## config.mk

```make
export PLATFORM = sky130hd
export DESIGN_NAME = load_store_unit
export DESIGN_NICKNAME = d
export VERILOG_FILES = /design/src/rtl/load_store_unit.sv
export SDC_FILE = /design/constraint.sdc
export NUM_CORES = 1
export LEC_CHECK = 0
export ABC_AREA = 1
export CORE_ASPECT_RATIO = 0.75
export CORE_MARGIN = 2
export CORE_UTILIZATION = 43
export CTS_CLUSTER_DIAMETER = 40
export CTS_CLUSTER_SIZE = 8
export DETAILED_ROUTE_END_ITERATION = 12
export GPL_TIMING_DRIVEN = 0
export MAX_ROUTING_LAYER = met4
export PLACE_DENSITY = 0.87
export SKIP_LAST_GASP = 1
export SLEW_MARGIN = 20
export SYNTH_ARGS = -nofsm -noshare
export SYNTH_HDL_FRONTEND = slang
export SYNTH_SLANG_ARGS = --single-unit
```

## constraint.sdc

```tcl
create_clock -name clk_i -period 2 [get_ports clk_i]
set_clock_uncertainty 0.15 [all_clocks]
set_input_delay 0.4 -clock clk_i [delete_from_list [all_inputs] [get_ports clk_i]]
set_output_delay 0.4 -clock clk_i [all_outputs]
set_load 0.02 [all_outputs]
```

## src/rtl/load_store_unit.sv

```systemverilog
// Load/store stage: turns core load/store requests into one word-wide memory bus access with byte enables.
// Accept-to-done is 2 cycles when mem_ready arrives on the first bus cycle; rejected requests complete 1 cycle after accept.
// busy stalls the core from the request cycle through done; mem_req is held until mem_ready or timeout.
module load_store_unit #(
    parameter int TIMEOUT = 16,
    parameter int ADDR_W  = 32
) (
    input  logic              clk_i,
    input  logic              reset_ni,
    input  logic              req_valid_i,
    input  logic              req_write_i,
    input  logic [2:0]        funct3_i,
    input  logic [ADDR_W-1:0] addr_i,
    input  logic [31:0]       wdata_i,
    output logic              busy_o,
    output logic              done_o,
    output logic [31:0]       rdata_o,
    output logic              err_o,
    output logic              mem_req_o,
    output logic              mem_we_o,
    output logic [ADDR_W-1:0] mem_addr_o,
    output logic [3:0]        mem_be_o,
    output logic [31:0]       mem_wdata_o,
    input  logic              mem_ready_i,
    input  logic [31:0]       mem_rdata_i
);

    typedef enum logic [1:0] {
        S_IDLE = 2'd0,
        S_BUS  = 2'd1,
        S_DONE = 2'd2
    } state_e;

    state_e            state_q, state_d;
    logic [7:0]        cnt_q, cnt_d;
    logic              we_q, we_d;
    logic [2:0]        f3_q, f3_d;
    logic [1:0]        lane_q, lane_d;
    logic [ADDR_W-1:0] addr_q, addr_d;
    logic [3:0]        be_q, be_d;
    logic [31:0]       wdata_q, wdata_d;
    logic [31:0]       rdata_q, rdata_d;
    logic              err_q, err_d;

    logic        illegal, misaligned;
    logic [3:0]  be_req;
    logic [31:0] wdata_req;
    logic [7:0]  byte_sel;
    logic [15:0] half_sel;
    logic [31:0] load_val;

    // Request decode, evaluated on the raw inputs in the accept cycle.
    always_comb begin
        illegal    = (funct3_i == 3'b011) || (funct3_i == 3'b110) || (funct3_i == 3'b111)
                   || (funct3_i[2] && req_write_i);
        misaligned = ((funct3_i[1:0] == 2'b01) && addr_i[0])
                   || ((funct3_i[1:0] == 2'b10) && (addr_i[1:0] != 2'b00));
        case (funct3_i[1:0])
            2'b00:   be_req = 4'b0001 << addr_i[1:0];
            2'b01:   be_req = 4'b0011 << addr_i[1:0];
            default: be_req = 4'b1111;
        endcase
        case (funct3_i[1:0])
            2'b00:   wdata_req = {4{wdata_i[7:0]}};
            2'b01:   wdata_req = {2{wdata_i[15:0]}};
            default: wdata_req = wdata_i;
        endcase
    end

    always_comb begin
        byte_sel = mem_rdata_i[{lane_q, 3'b000} +: 8];
        half_sel = lane_q[1] ? mem_rdata_i[31:16] : mem_rdata_i[15:0];
        case (f3_q)
            3'b000:  load_val = {{24{byte_sel[7]}}, byte_sel};
            3'b001:  load_val = {{16{half_sel[15]}}, half_sel};
            3'b100:  load_val = {24'd0, byte_sel};
            3'b101:  load_val = {16'd0, half_sel};
            default: load_val = mem_rdata_i;
        endcase
        if (we_q) begin
            load_val = 32'd0;
        end
    end

    always_comb begin
        state_d = state_q;
        cnt_d   = cnt_q;
        we_d    = we_q;
        f3_d    = f3_q;
        lane_d  = lane_q;
        addr_d  = addr_q;
        be_d    = be_q;
        wdata_d = wdata_q;
        rdata_d = rdata_q;
        err_d   = err_q;
        case (state_q)
            S_IDLE: begin
                if (req_valid_i) begin
                    we_d    = req_write_i;
                    f3_d    = funct3_i;
                    lane_d  = addr_i[1:0];
                    addr_d  = {addr_i[ADDR_W-1:2], 2'b00};
                    be_d    = be_req;
                    wdata_d = wdata_req;
                    if (illegal || misaligned) begin
                        err_d   = 1'b1;
                        rdata_d = 32'd0;
                        state_d = S_DONE;
                    end else begin
                        state_d = S_BUS;
                    end
                end
            end
            S_BUS: begin
                // A ready arriving on the final allowed cycle still counts as success.
                if (mem_ready_i) begin
                    rdata_d = load_val;
                    err_d   = 1'b0;
                    state_d = S_DONE;
                end else if (cnt_q == 8'(TIMEOUT - 1)) begin
                    rdata_d = 32'd0;
                    err_d   = 1'b1;
                    state_d = S_DONE;
                end else begin
                    cnt_d = cnt_q + 8'd1;
                end
            end
            S_DONE: begin
                cnt_d   = 8'd0;
                state_d = S_IDLE;
            end
            default: state_d = S_IDLE;
        endcase
    end

    always_ff @(posedge clk_i or negedge reset_ni) begin
        if (!reset_ni) begin
            state_q <= S_IDLE;
            cnt_q   <= 8'd0;
            we_q    <= 1'b0;
            f3_q    <= 3'd0;
            lane_q  <= 2'd0;
            addr_q  <= '0;
            be_q    <= 4'd0;
            wdata_q <= 32'd0;
            rdata_q <= 32'd0;
            err_q   <= 1'b0;
        end else begin
            state_q <= state_d;
            cnt_q   <= cnt_d;
            we_q    <= we_d;
            f3_q    <= f3_d;
            lane_q  <= lane_d;
            addr_q  <= addr_d;
            be_q    <= be_d;
            wdata_q <= wdata_d;
            rdata_q <= rdata_d;
            err_q   <= err_d;
        end
    end

    // Bus strobes come straight from the state register so reset drops them without waiting for a clock.
    assign busy_o      = (state_q == S_IDLE) ? req_valid_i : 1'b1;
    assign done_o      = (state_q == S_DONE);
    assign mem_req_o   = (state_q == S_BUS);
    assign mem_we_o    = (state_q == S_BUS) && we_q;
    assign mem_addr_o  = addr_q;
    assign mem_be_o    = be_q;
    assign mem_wdata_o = wdata_q;
    assign rdata_o     = rdata_q;
    assign err_o       = err_q;

endmodule

```

==> summary.txt <==
Floorplan
  – FP Rows: 36
  – Die H: 103 um
  – I/O Pins: 209
  – Die area: ~14000 sq um
  – Die Wd: 136 um
  – Starting Density: 43.6%
  – Core area: 12900 sq um

Synthesis
  – Post-synthesis sequential area ratio: 51.3%
  – Synth Warn #: 0
  – #FFs+latches synth: 115
  – Compound-gate portion of the synthesized area: 10.5%
  – Syn Inst Count: approximately 740
  – Cell taking the most area after synthesis: dfrtp_1
  – Adder-cell area share of the yosys netlist: less than 1%
  – Post-synthesis average cell area: 7.64 sq um
  – Main combinational cell family by area after synthesis: simple AND/OR/NAND/NOR gates
  – Post-synth top area share: around half
  – Synthesized area: between 5000 and 6000 sq um
  – Unique cell type count in the Yosys netlist: 32
  – Synth top area cells: dfrtp_1 51%, nand2_1 22%, o21ai_0 4.9%
  – Post-synthesis mux area share: 0%
  – Xor/xnor share of the synthesized area: 0.468%
  – Simple-gate share of the synthesized area: between 30% and 40%

Clock tree
  – Clk slew on worst S/H paths: 0.06 ns
  – CTS max path bufs: 2
  – Clock root buffer: clkbuf_16
  – CTS Buf Count: 17
  – Clk sinks: between 100 and 150
  – CTS tree: done
  – Clk Latency, worst-skew pair: 0.41 ns
  – CTS HTree Levels: 4

Global routing
  – Largest net degree at the start of global routing: between 70 and 80
  – Initial antenna violation count: 0
  – Met1 Use GR: 34.0%
  – Number of global-route vias before repair: 5835
  – Busiest grt layer: met2
  – Remaining global-route overflow: 0
  – Met2 Usage GRT: between 40% and 50%
  – First-pass GRT wire length: approximately 29000 um
  – Tot GR Track Use: approximately 28%
  – Global routing usage on met3: 8.60%

Final layout
  – Antenna diodes: 0
  – Sequential Area: 2880 sq um
  – Non-filler instance count after layout: 1155
  – Final #Nets: 1079
  – Layout area overhead: 55.2%
  – Layout cells sized above 1: 10.1%
  – Fin util: 67.6%
  – Fill cells: 1107
  – Multi-input gate area: 2450 sq um
  – Final instance area: between 8000 and 9000 sq um

Setup path
  – Critical Path AT: 1.49 ns
  – Cells on worst reg2reg path: 9
  – CP Capture Type: output port
  – CP max FO: 3
  – CP max stage delay: roughly 0.4 ns
  – Crit start category: register
  – Slowest cell on the critical path: dfrtp_1
  – CP Cell Sequence: inv_2 > ha_4 > inv_4 > or2_4 > buf_6
  – Crit Path Category: reg2out
  – WP data required: 1.45 ns

STA
  – Max-slew headroom at the worst pin: 65.2%
  – Max Clk Rate: ~0.49 GHz
  – Setup Viol. Count Final: 1
  – RSZ-0062 raised after global routing: true
  – Worst setup margin: -0.0432 ns
  – Tmin final: 2.04 ns
  – Tightest Pin Transition: 0.521 ns
  – Final Max Tran Viols: 0
  – Final period util: 102%
  – Final hold violations: 0

Routing
  – Post-Route WL: between 15000 and 20000 um
  – Avg WL per Cell: 15.8 um
  – Post-route DRC violation count: 0
  – Post-route ant nets: 0
  – Vias per Instance: 5.09
  – Pre-antenna DRT Iters: 5
  – Vias: ~5900
  – Iter 0 DRT Violations: 364

Place
  – Placer Congestion: 0.949
  – Worst slack, placed: -0.448 ns
  – Inst Count DP: ~1100
  – # port buffers: 206
  – Final HPWL DP: 13200 um
  – Post-DP Area: 7920 sq um

Run
  – MaxCap Viol Count: 0

Pwr
  – Max VDD drop: 1.08 mV
  – Leak: between 4 and 5 nW
  – P per Cell Area: 1560 nW/um^2
  – Design Power: 13.6 mW

Run status
  – Failing checks: negative setup slack
  – Outcome: finished with violations

Hold path
  – Hold Crit Class: in2async
## routing by layer
layer	share of wire, %	wire (um)
met4	2.0	366
met1	42	7630
met2	46	8430
met5	0	0
met3	10	1860
## where the power goes
group	leakage, nW	switching [mW]	internal [mW]	total, mW
Clock	0.307	1.16	2.13	3.29
Sequential	1.47	0.589	3.21	3.80
Combinational	2.53	3.80	2.69	6.49
Total	4.31	5.54	8.03	13.6
## worst paths after layout
check	slack (ns)	start	end
hold reg to reg	0.33	mem_addr_o[19]$_DFFE_PN0P_	mem_addr_o[19]$_DFFE_PN0P_
setup reg to reg	0.07	state_q[1]$_DFFE_PN0P_	rdata_o[11]$_DFFE_PN0P_
max in group asynchronous	0.68	reset_ni	mem_addr_o[17]$_DFFE_PN0P_
min in group clk_i	0.33	mem_addr_o[19]$_DFFE_PN0P_	mem_addr_o[19]$_DFFE_PN0P_
setup / recovery	-0.04	state_q[1]$_DFFE_PN0P_	busy_o
hold / removal	0.32	reset_ni	rdata_o[12]$_DFFE_PN0P_
## layout by cell type, fill, tap and decap left out, types with 7 or more instances in the layout
| master | count |
|---|---|
| a21oi_1 | 47 |
| buf_4 | 13 |
| buf_6 | 7 |
| clkbuf_1 | 16 |
| clkbuf_16 | 17 |
| clkdlybuf4s50_1 | 196 |
| dfrtp_1 | 115 |
| inv_1 | 33 |
| nand2_1 | 332 |
| nand3_1 | 35 |
| nand4_1 | 7 |
| nor2_1 | 23 |
| o21ai_0 | 55 |
| o21ai_1 | 7 |
## cell usage after synthesis (all sizes together)
| cell | n |
|---|---|
| ha | 4 |
| nor2 | 26 |
| or2 | 7 |
| conb | 1 |
| o21ai | 62 |
| nor3 | 1 |
| nand3 | 39 |
| a21oi | 48 |
| xnor2 | 1 |
| inv | 40 |
| buf | 17 |
| nand3b | 2 |
| xor2 | 2 |
| clkbuf | 19 |
| and2 | 1 |
| o31ai | 1 |
| nand2 | 340 |
| dfrtp | 115 |
| nand4 | 7 |
| o21bai | 2 |
## area by class of cell
cell class,count,share of cell area [%]
clock buffer,18,5.04
multi-input combinational,545,28.2
timing repair buffer,216,24.9
buffer,36,2.35
sequential,115,33.0
clock inverter,14,2.31
inverter,40,1.78
tap,171,2.46
## sequential cells by signal, summed over array words and instances (netlist names)
register,cells
mem_be_o,4
err_o,1
lane_q,2
we_q,1
f3_q,3
mem_addr_o,30
cnt_q,8
state_q,2
rdata_o,32
mem_wdata_o,32
## metrics by stage
step | setup TNS [ns] | hold WS (ns)
after floorplan | 0 | -0.0456
after global routing | -0.336 | 0.351
after global placement | -504.98 | 0.311
final | -0.0432 | 0.316
after detailed placement | -26.81 | 0.184
after CTS | -0.115 | 0.323
## critical path, delay by kind of cell, from the launching register on
kind | cells | cell delay (ns)
adder cells (fa/ha/maj) | 1 | 0.17
buffers and inverters | 3 | 0.27
flip-flops | 1 | 0.41
AND/OR/NAND/NOR | 1 | 0.23
## what timing repair did
item	CTS	global route
hold buffers	1	0
cloned	0	0
hold endpoints to repair	39	0
gates resized for setup	29	18
endpoints found under the setup margin	67	53
pin swaps	2	4
buffers inserted	2	6
## logic make-up (layout without fill, tap and decap cells)
family / count (synthesis) / after routing
AOI/OAI and AO/OA: 113 / 113
xor gates and xnor gates: 3 / 3
adders and majority gates: 4 / 4
buffers and inverters: 76 / 324
DFF: 115 / 115
other: 1 / 2
and+or+nand+nor: 423 / 423
Note: power is estimated with default switching activity, not from simulation.
